===== src/rtl/main_mem_port.sv =====
// Single-ported main-memory front end: arbitrates store and load requests onto one synchronous SRAM port.
// Define MAIN_MEM_PORT_WBUF_EN to add a one-entry write buffer with store-to-load forwarding.
module main_mem_port #(
   parameter int ADDR_WIDTH   = 20,
   parameter int READ_LATENCY = 2
) (
   input  logic                  clk,
   input  logic                  reset,
   input  logic [31:0]           in_addr,
   input  logic [31:0]           in_data,
   input  logic                  in_valid,
   output logic                  in_ready,
   input  logic [31:0]           out_addr,
   input  logic                  out_valid,
   output logic [31:0]           out_data,
   output logic                  out_ready,
   output logic                  sram_en,
   output logic                  sram_we,
   output logic [ADDR_WIDTH-1:0] sram_addr,
   output logic [31:0]           sram_wdata,
   input  logic [31:0]           sram_rdata
);

   localparam int CNT_W = (READ_LATENCY < 1) ? 1 : $clog2(READ_LATENCY + 1);

`ifdef MAIN_MEM_PORT_WBUF_EN
   typedef enum logic [2:0] {IDLE, WRITE, READ, RESP, DRAIN} state_t;
`else
   typedef enum logic [1:0] {IDLE, WRITE, READ, RESP} state_t;
`endif

   state_t                 state_q;
   logic [CNT_W-1:0]       cnt_q;
   logic                   in_ready_q;
   logic                   out_ready_q;
   logic [31:0]            out_data_q;
   logic                   sram_en_q;
   logic                   sram_we_q;
   logic [ADDR_WIDTH-1:0]  sram_addr_q;
   logic [31:0]            sram_wdata_q;

   logic [ADDR_WIDTH-1:0]  in_addr_w;
   logic [ADDR_WIDTH-1:0]  out_addr_w;

   assign in_addr_w  = in_addr[ADDR_WIDTH-1:0];
   assign out_addr_w = out_addr[ADDR_WIDTH-1:0];

   // Request address bits above ADDR_WIDTH are deliberately ignored.
   generate
      if (ADDR_WIDTH < 32) begin : g_unused_addr
         logic unused_addr_hi;
         assign unused_addr_hi = ^{in_addr[31:ADDR_WIDTH], out_addr[31:ADDR_WIDTH]};
      end
   endgenerate

`ifdef MAIN_MEM_PORT_WBUF_EN
   logic                   wb_vld_q;
   logic [ADDR_WIDTH-1:0]  wb_addr_q;
   logic [31:0]            wb_data_q;
   logic                   fwd_hit;
   logic                   do_drain;

   assign fwd_hit  = wb_vld_q && (wb_addr_q == out_addr_w);
   // Drain when a store would evict a different address, or when the port is otherwise idle.
   assign do_drain = wb_vld_q && (in_valid ? (wb_addr_q != in_addr_w) : !out_valid);
`endif

   always_ff @(posedge clk) begin
      if (reset) begin
         state_q      <= IDLE;
         cnt_q        <= '0;
         in_ready_q   <= 1'b0;
         out_ready_q  <= 1'b0;
         out_data_q   <= '0;
         sram_en_q    <= 1'b0;
         sram_we_q    <= 1'b0;
         sram_addr_q  <= '0;
         sram_wdata_q <= '0;
`ifdef MAIN_MEM_PORT_WBUF_EN
         wb_vld_q     <= 1'b0;
`endif
      end else begin
         in_ready_q  <= 1'b0;
         out_ready_q <= 1'b0;
         sram_en_q   <= 1'b0;
         sram_we_q   <= 1'b0;
         case (state_q)
            IDLE: begin
`ifdef MAIN_MEM_PORT_WBUF_EN
               if (do_drain) begin
                  sram_en_q    <= 1'b1;
                  sram_we_q    <= 1'b1;
                  sram_addr_q  <= wb_addr_q;
                  sram_wdata_q <= wb_data_q;
                  wb_vld_q     <= 1'b0;
                  state_q      <= DRAIN;
               end else if (in_valid) begin
                  wb_vld_q   <= 1'b1;
                  wb_addr_q  <= in_addr_w;
                  wb_data_q  <= in_data;
                  in_ready_q <= 1'b1;
                  state_q    <= WRITE;
               end else if (out_valid && fwd_hit) begin
                  out_data_q  <= wb_data_q;
                  out_ready_q <= 1'b1;
                  state_q     <= RESP;
               end else if (out_valid) begin
                  sram_en_q   <= 1'b1;
                  sram_addr_q <= out_addr_w;
                  cnt_q       <= CNT_W'(READ_LATENCY);
                  state_q     <= READ;
               end
`else
               if (in_valid) begin
                  sram_en_q    <= 1'b1;
                  sram_we_q    <= 1'b1;
                  sram_addr_q  <= in_addr_w;
                  sram_wdata_q <= in_data;
                  in_ready_q   <= 1'b1;
                  state_q      <= WRITE;
               end else if (out_valid) begin
                  sram_en_q   <= 1'b1;
                  sram_addr_q <= out_addr_w;
                  cnt_q       <= CNT_W'(READ_LATENCY);
                  state_q     <= READ;
               end
`endif
            end
            WRITE: state_q <= IDLE;
            READ: begin
               // Counter hits zero in the cycle the SRAM presents the read data.
               if (cnt_q == '0) begin
                  out_data_q  <= sram_rdata;
                  out_ready_q <= 1'b1;
                  state_q     <= RESP;
               end else begin
                  cnt_q <= cnt_q - 1'b1;
               end
            end
            RESP: state_q <= IDLE;
`ifdef MAIN_MEM_PORT_WBUF_EN
            DRAIN: state_q <= IDLE;
`endif
            default: state_q <= IDLE;
         endcase
      end
   end

   assign in_ready   = in_ready_q;
   assign out_ready  = out_ready_q;
   assign out_data   = out_data_q;
   assign sram_en    = sram_en_q;
   assign sram_we    = sram_we_q;
   assign sram_addr  = sram_addr_q;
   assign sram_wdata = sram_wdata_q;

endmodule

===== config.mk =====
export PLATFORM = sky130hd
export DESIGN_NAME = main_mem_port
export DESIGN_NICKNAME = d
export VERILOG_FILES = /design/src/rtl/main_mem_port.sv
export SDC_FILE = /design/constraint.sdc
export NUM_CORES = 1
export LEC_CHECK = 0
export CAP_MARGIN = 5
export CORE_MARGIN = 2
export CORE_UTILIZATION = 37
export CTS_CLUSTER_SIZE = 40
export DETAILED_ROUTE_END_ITERATION = 12
export PLACE_DENSITY_LB_ADDON = 0.05
export SLEW_MARGIN = 30
export SYNTH_ARGS = -nofsm -noshare
export SYNTH_HDL_FRONTEND = slang
export SYNTH_SLANG_ARGS = --single-unit

===== constraint.sdc =====
create_clock -name clk -period 1.8 [get_ports clk]
set_input_delay 0.27 -clock clk [delete_from_list [all_inputs] [get_ports clk]]
set_output_delay 0.27 -clock clk [all_outputs]
set_load 0.03 [all_outputs]

# [Word level (Yosys, flattened, before mapping)]
# Index checks and enable logic that the tools add are counted.
[word_totals] register_bits=91 in_bits=132 wordCells=44
[op_classes] n_addsub=1 eq_ne=8 muxes=13 bitwise_logic=2 reduce_logical=12
[ops] operator="20-bit 2-to-1 mux" count=2
[ops] operator="2-bit 2-to-1 mux" count=5
[ops] operator="2-bit != test, second input constant" count=4
[ops] operator="2-bit AND reduction" count=4
[ops] operator="2-bit one-hot mux with 3 select lines" count=1
[ops] operator="2-bit OR reduction" count=3
[ops] operator="2-bit == test, second input constant" count=2
[ops] operator="2-bit logical NOT" count=2
[ops] operator="1-bit 2-to-1 mux" count=4
[ops] operator="2-bit one-hot mux with 2 select lines" count=1
[ops] operator="4-bit AND reduction" count=1
[ops] operator="2-bit nonzero test" count=2
[ops] operator="3-bit != test, second input constant" count=1
[ops] operator="2-bit by 1-bit == test with 1-bit output, second input constant" count=1
[ops] operator="1-bit inverter" count=2
[ops] operator="2-bit by 1-bit subtractor with 2-bit output, second input constant" count=1

# [Longest topological paths before layout]
# Gate-level depths: netlist (run 1).
[depth] word_depth=3 ltp_mapped=7 ltp_nobuf=5

# [Least setup slack after synthesis (run 1)]
# No wires, ideal clock.
[synth_path] path_type="register -> register" start="reg cnt_q[0]" end="reg out_data_q[2] (netlist: out_data[2])" t_arrival_ns=1.207 t_required_ns=1.662 path_slack_ns=0.455 path_stages_with_launch=8 period_less_slack_ns=1.345 cell_sequence="dfxtp_1 inv_1 ha_1 and3b_1 buf_2 buf_2 nand2_1 a21oi_1"
[synth_via] elab_chain_cells=2
[synth_lines] element="start, declared" line_no="33" source="logic [CNT_W-1:0] cnt_q;"
[synth_lines] element="start signal, assigned" line_no="124" source="cnt_q <= CNT_W'(READ_LATENCY);"
[synth_lines] element="start signal, assigned" line_no="137" source="cnt_q <= cnt_q - 1'b1;"
[synth_lines] element="2-bit logical NOT" line_no="132" source="if (cnt_q == '0) begin"
[synth_lines] element="2-bit AND reduction (no line)"
[synth_lines] element="end signal, assigned" line_no="133" source="out_data_q <= sram_rdata;"
[synth_lines] element="end, declared" line_no="36" source="logic [31:0] out_data_q;"
# No other way between the ends.
# A chain may end at the register's enable or synchronous reset.

# [Worst setup path after layout (run 1)]
[layout_path] start="reg sram_wdata_q[7] (netlist: sram_wdata[7])" end="out sram_wdata[7]"
[layout_rtl] element="start, declared" line_no="40" source="logic [31:0] sram_wdata_q;"
[layout_rtl] element="start signal, assigned" line_no="118" source="sram_wdata_q <= in_data;"
[layout_rtl] element="end, declared" line_no="20" source="output logic [31:0] sram_wdata,"
# No word-level cell between the ends.

==> impl_results.md, run 1 <==
* Count of state elements after synthesis at 91
* First-pass GRT wire length at 14520 microns
* Startpoint types: flop
* Switching share of total power at 29.38%
* Critical path capture point type: output pin
* Max clock buf depth at 2
* Post-Syn Nets at 507
* Residual DRC at 0
* Vias in the first global route at between 3000 and 4000
* Final setup skew at 0.01339 ns
* Layout fillers at around 870
* MaxCap Viol Count at 0
* Crit-path cells: clkdlybuf4s50_1
* Multi-input logic area at 1583 sq um
* H-tree depth at 3
* Leak at 0.002175 uW
* Core Util, Final at between 60% and 70%
* Antenna diodes at 0
* Reg power frac at 45.4%
* Slowest cell on crit path: clkdlybuf4s50_1
* DR vias at 3223
* Root buf cell: clkbuf_8
* Power share of the clock group at 28.1%
* RSZ-0062 raised after global routing: no
* Slowest Stage Delay on Critical Path at 0.69 ns
* I/O pins at 220
* Core Region at 9639 sq um
* CTS tree: done
* Area Overhead vs Synth at 60.56%
* Max FO, Critical Path at 2
* Worst Tran Pin Value at 0.4571 ns
* Tmin final at around 1.7 ns
* Nets at 689
* Port Buffers at 195
* Drt wl/cell at 13.79 microns
* # setup viols final at 0
* Hold Path Class: in2reg
* Final hold vios at 0
* Family with the most delay on the worst path: buffers and inverters
* Initial cell density of the core at 37.72%
* Post-route design area at slightly below 6000 sq um
* Worst VDD drop at 454.7 uV
* CP required at approximately 1.5 ns
* Worst skew pair latency at 0.35 ns
* Post-synthesis sequential area ratio at 50.10%
* Final Max Slew Viols at 0
* Register area at 1822 sq um
* Die width at between 100 and 150 microns
* Rel. slew slack at 69.53%
* Power Internal at 3492 uW
* Post-Synthesis Cells at approximately 370
* Largest net degree at the start of global routing at between 40 and 50
* Crit path DAT at 1.40 ns
* P_sw at 1452 uW
* Mapped Area at 3636 sq um
* Die Area at 10640 sq um
* Post-DP HPWL at 6919 microns
* Share of layout cells above drive strength 1 at 8.393%
* R2R Path Start: state_q[0]
* PD cells at 846.9 nW/um^2
* Crit path launch: sram_wdata[7]
* Crit Path Category: reg2out
* Num CTS Buffers at 9
* 1st-iter DRT viols at 73
* Tot GR Track Use at between 10% and 20%
* Combinational group share of total power at approximately a quarter
* Pre-Repair DR Iteration Count at 4
* GRT Residual Overflow at 0
* Post-CTS setup repair buffer count at 0
* Status: completed
* Total Neg Setup Slack at 0 ns
* Clock Sinks at 91
* RD Place Congestion at 0.7155
* Clock slew at reported path FFs at 0.09 ns
* Placed inst area at 5637 sq um
* Die Y at 103.1 microns
* Synthesis Warnings at 0
* Crit share post-route at 92.51%
* Fmax at roughly 600 MHz
* Hold Crit Start: reset
* DRT Wirelength at about 9600 microns
* Via density at 4.651
* Antenna Nets Post-Route at 0
* PostCTS Resize Cnt at 0
* Syn avg cell area at 9.748 sq um
* Cts hold-fix bufs at 0
* Initial antenna violation count at 0
* Count of different cell masters after synthesis at 27
* Worst Path Buf+Inv at 1
* Row count at 36
routing by layer:
layer  share of wire [%]  up-vias  track usage (%)
met5                   0        -                0
met4                 1.6        0            5.972
met3                 9.3       12            7.186
met2                  47      113            29.02
met1                  42     1474            19.97
li1                    -     1624                -
path summary, 6_finish.rpt:
kind / end / depth (start not counted) / slack (ns)
worst max-delay path: sram_wdata[7] / 1 / 0.13
worst min-delay path: sram_wdata[23] / 2 / 0.33
worst max register to register: sram_addr[9] / 3 / 0.31
worst min register to register: out_data[13] / 2 / 0.46
power groups by stage:
stage	clock network, uW	registers [uW]	logic, uW
floorplan	0	2560	482
global placement	0	2280	1310
detailed placement	0	2290	1320
CTS	1440	2240	1330
global route	1530	2260	1400
finish	1390	2240	1310
cell families (layout without fill, tap and decap cells):
| kind of cell | after synthesis | count (layout) | synth area share (%) |
|---|---|---|---|
| AOI/OAI and AO/OA | 77 | 77 | 15.00 |
| and+or+nand+nor | 115 | 115 | 13.35 |
| DFF | 91 | 91 | 50.10 |
| adders and majority gates | 2 | 2 | 0.6881 |
| buffers and inverters | 36 | 223 | 6.538 |
| muxes | 52 | 52 | 14.32 |
synth_stat cells, drive strengths merged:
library cell	instances	share of area (%)
mux2i	52	14
dfxtp	91	50
a2111oi	1	0.24
nand2b	1	0.17
nor3	2	0.28
and2	1	0.24
nor4b	1	0.24
clkbuf	11	1.1
or2	1	0.17
nor2b	3	0.52
nor3b	2	0.55
buf	22	5.1
nor2	33	3.4
a31oi	1	0.17
inv	3	0.31
nand3	2	0.28
a21oi	53	7.3
nand3b	1	0.21
a211oi	22	7.3
and3b	2	0.48
ha	2	0.69
nand2	66	6.8
registers in the layout (all words and copies together), names as in the netlist:
signal,cells
state_q,2
cnt_q,2
sram_addr,20
out_ready,1
sram_en,1
out_data,32
sram_we,1
sram_wdata,32
cell usage in the layout (no fill, tap or decap), drive strengths merged:
master | Yosys | layout
and2 | 1 | 1
buf | 22 | 10
a2111oi | 1 | 1
clkbuf | 11 | 11
nor2b | 3 | 3
clkdlybuf4s50 | 0 | 194
nor3b | 2 | 2
nand2 | 66 | 66
or2 | 1 | 1
mux2i | 52 | 52
dfxtp | 91 | 91
nor4b | 1 | 1
nand3 | 2 | 2
nor2 | 33 | 33
clkinv | 0 | 2
nand2b | 1 | 1
a211oi | 22 | 22
nand3b | 1 | 1
and3b | 2 | 2
ha | 2 | 2
clkinvlp | 0 | 1
inv | 3 | 4
a21oi | 53 | 53
nor3 | 2 | 2
bufinv | 0 | 1
a31oi | 1 | 1
area by class of cell:
| type | instances | share of cell area, % |
|---|---|---|
| timing repair buffer | 204 | 35.19 |
| clock buffer | 11 | 2.422 |
| inverter | 3 | 0.1929 |
| tap | 133 | 2.850 |
| sequential | 91 | 31.20 |
| clock inverter | 5 | 1.029 |
| multi-input combinational | 246 | 27.11 |
stage by stage:
stage	instances	worst slack, ns	power [uW]	hold slack (ns)
global route	693	0.06632	5198	0.3383
finish	693	0.1348	4944	0.3320
CTS	693	0.1202	5010	0.3338
floorplan	373	0.4552	3038	0.4060
global placement	677	0.08184	3587	0.4425
detailed placement	677	0.06277	3613	0.4496
No activity file was read; power rests on OpenSTA's default activity.
==> run 2, diff against run 1 <==
--- a/config.mk
+++ b/config.mk
@@ -6,8 +6,10 @@
 export NUM_CORES = 1
 export LEC_CHECK = 0
 export CAP_MARGIN = 5
+export CELL_PAD_IN_SITES_DETAIL_PLACEMENT = 2
+export CELL_PAD_IN_SITES_GLOBAL_PLACEMENT = 2
 export CORE_MARGIN = 2
-export CORE_UTILIZATION = 37
+export CORE_UTILIZATION = 20
 export CTS_CLUSTER_SIZE = 40
 export DETAILED_ROUTE_END_ITERATION = 12
 export PLACE_DENSITY_LB_ADDON = 0.05
==> run 2 against run 1 <==
Register-to-register slack worse by 0.09 ns. Worst setup slack worse by 0.0020 ns. Combinational power is 3% higher. Die area is 81% higher. Critical path depth did not move. Core utilization decreased by 27 points. Via count up 3.7%. Non-clock buffer count did not move. Largest power group unchanged. Highest routed layer unchanged.
==> impl_results.md, run 2 (synthesis results as in run 1) <==
* Status: completed
* First-pass GRT wire length at 20020 microns
* Worst Tran Pin Value at about 0.45 ns
* Worst VDD drop at 395.1 uV
* Post-CTS setup repair buffer count at 0
* Final hold vios at 0
* Final Max Slew Viols at 0
* Worst skew pair latency at 0.35 ns
* Initial antenna violation count at 0
* Reg2Reg Depth at 6
* RSZ-0062 raised after global routing: no
* Die width at 138.8 microns
* GRT Residual Overflow at 0
* Setup ws final at 0.1328 ns
* Port Buffers at 195
* Die Area at 19270 sq um
* Startpoint types: flop
* Crit Path Category: reg2out
* CP required at 1.53 ns
* Rel. slew slack at 70.23%
* Crit share post-route at just over 90%
* Clock Sinks at 91
* Total Neg Setup Slack at 0 ns
* Initial cell density of the core at between 20 and 25%
* Crit-path cells: clkdlybuf4s50_1
* Cts hold-fix bufs at 0
* Max clock buf depth at 2
* Family with the most delay on the worst path: buffers and inverters
* H-tree depth at 3
* Tmin final at between 1.5 and 2 ns
* PostCTS Resize Cnt at 0
* Slowest Stage Delay on Critical Path at 0.72 ns
* Nets at just under 700
* Die Y at ~140 microns
* DRT Wirelength at approximately 12000 microns
* Pre-Repair DR Iteration Count at 3
* Commonest non-fill, non-tap cell in the layout: clkdlybuf4s50_1
* Hold path cells at 2
* Largest net degree at the start of global routing at 35
* Via density at around 4.2
* Area Overhead vs Synth at 66.38%
* RD Place Congestion at 0.6669
* PD cells at 890.4 nW/um^2
* Share of layout cells above drive strength 1 at 8.571%
* Worst Path Buf+Inv at 1
* Critical path depth in cells at 1
* MaxCap Viol Count at 0
* Fmax at 599.8 MHz
* Root buf cell: clkbuf_16
* Post-DP HPWL at between 8000 and 9000 microns
* Crit path DAT at ~1.4 ns
* I/O pins at 220
* Vias in the first global route at 3605
* Leak at 0.002210 uW
* Critical path capture point type: output pin
* Final setup skew at 0.008115 ns
* Antenna Nets Post-Route at 0
* Antenna diodes at 0
* Core Region at 17900 sq um
* CTS tree: done
* Drt wl/cell at 15.61 microns
* Power Total at 5386 uW
* Clock slew at reported path FFs at about 0.07 ns
* Commonest non-fill, non-tap cells in the layout: clkdlybuf4s50_1, dfxtp_1, nand2_1
* Slowest cell on crit path: clkdlybuf4s50_1
* Residual DRC at 0
* Worst slack, placed at between 0.005 and 0.006 ns
* # setup viols final at 0
* Layout fillers at 1954
* 1st-iter DRT viols at 50
* Row count at 49
* Num CTS Buffers at 9
* Max FO, Critical Path at 2
* Hold Path Class: in2reg
* Tot GR Track Use at 13.03%
* DR vias at 3341
[run 2: per-stage QoR]
stage / instances / cell area [sq um] / util (%) / hold slack (ns)
2_1_floorplan: 373 / 3636 / - / 0.4060
3_3_place_gp: 773 / 5769 / 32.23 / 0.4418
3_5_place_dp: 773 / 5769 / 32.23 / 0.4517
4_1_cts: 789 / 6050 / 33.79 / 0.3382
5_1_grt: 789 / 6050 / 33.79 / 0.3486
6_report: 789 / 6050 / 33.79 / 0.3293
[run 2: routing by layer]
metal  track usage [%]  part of all wire (%)  vias to the layer above
li1                  -                     -                     1630
met3             5.421                   9.1                       10
met4             5.104                   1.4                        0
met5                 0                     0                        -
met2             21.21                    48                      112
met1             15.29                    41                     1589
[run 2: worst paths after layout]
check,slack [ns],startpoint,end
worst max-delay path,0.13,out_data[27],out_data[27]
worst min register to register,0.46,out_data[28],out_data[28]
worst max register to register,0.22,cnt_q[0],out_data[27]
worst min-delay path,0.33,reset,sram_wdata[28]
[run 2: area by class of cell]
cell class / instances / area (sq um) / share of cell area, %
Clock buffer: 10 / 239.0 / 3.950
Clock inverter: 6 / 41.29 / 0.6825
Inverter: 3 / 11.26 / 0.1861
Multi-Input combinational cell: 246 / 1583 / 26.16
Sequential cell: 91 / 1822 / 30.11
Tap cell: 229 / 286.5 / 4.736
Timing Repair Buffer: 204 / 2067 / 34.17
[run 2: where the power goes]
part           leakage [uW]  total, uW  switching (uW)  internal, uW
clock network      0.000130       1790             823           971
registers          0.000747       2250            83.2          2160
logic               0.00133       1350             697           649
total               0.00221       5390            1600          3780
==> run 3, diff against run 2 <==
--- a/config.mk
+++ b/config.mk
@@ -12,6 +12,7 @@
 export CORE_UTILIZATION = 20
 export CTS_CLUSTER_SIZE = 40
 export DETAILED_ROUTE_END_ITERATION = 12
+export HOLD_SLACK_MARGIN = 0.12
 export PLACE_DENSITY_LB_ADDON = 0.05
 export SLEW_MARGIN = 30
 export SYNTH_ARGS = -nofsm -noshare
==> results of run 3 <==
The final DEF is identical to that of run 2; final timing and power are the same.
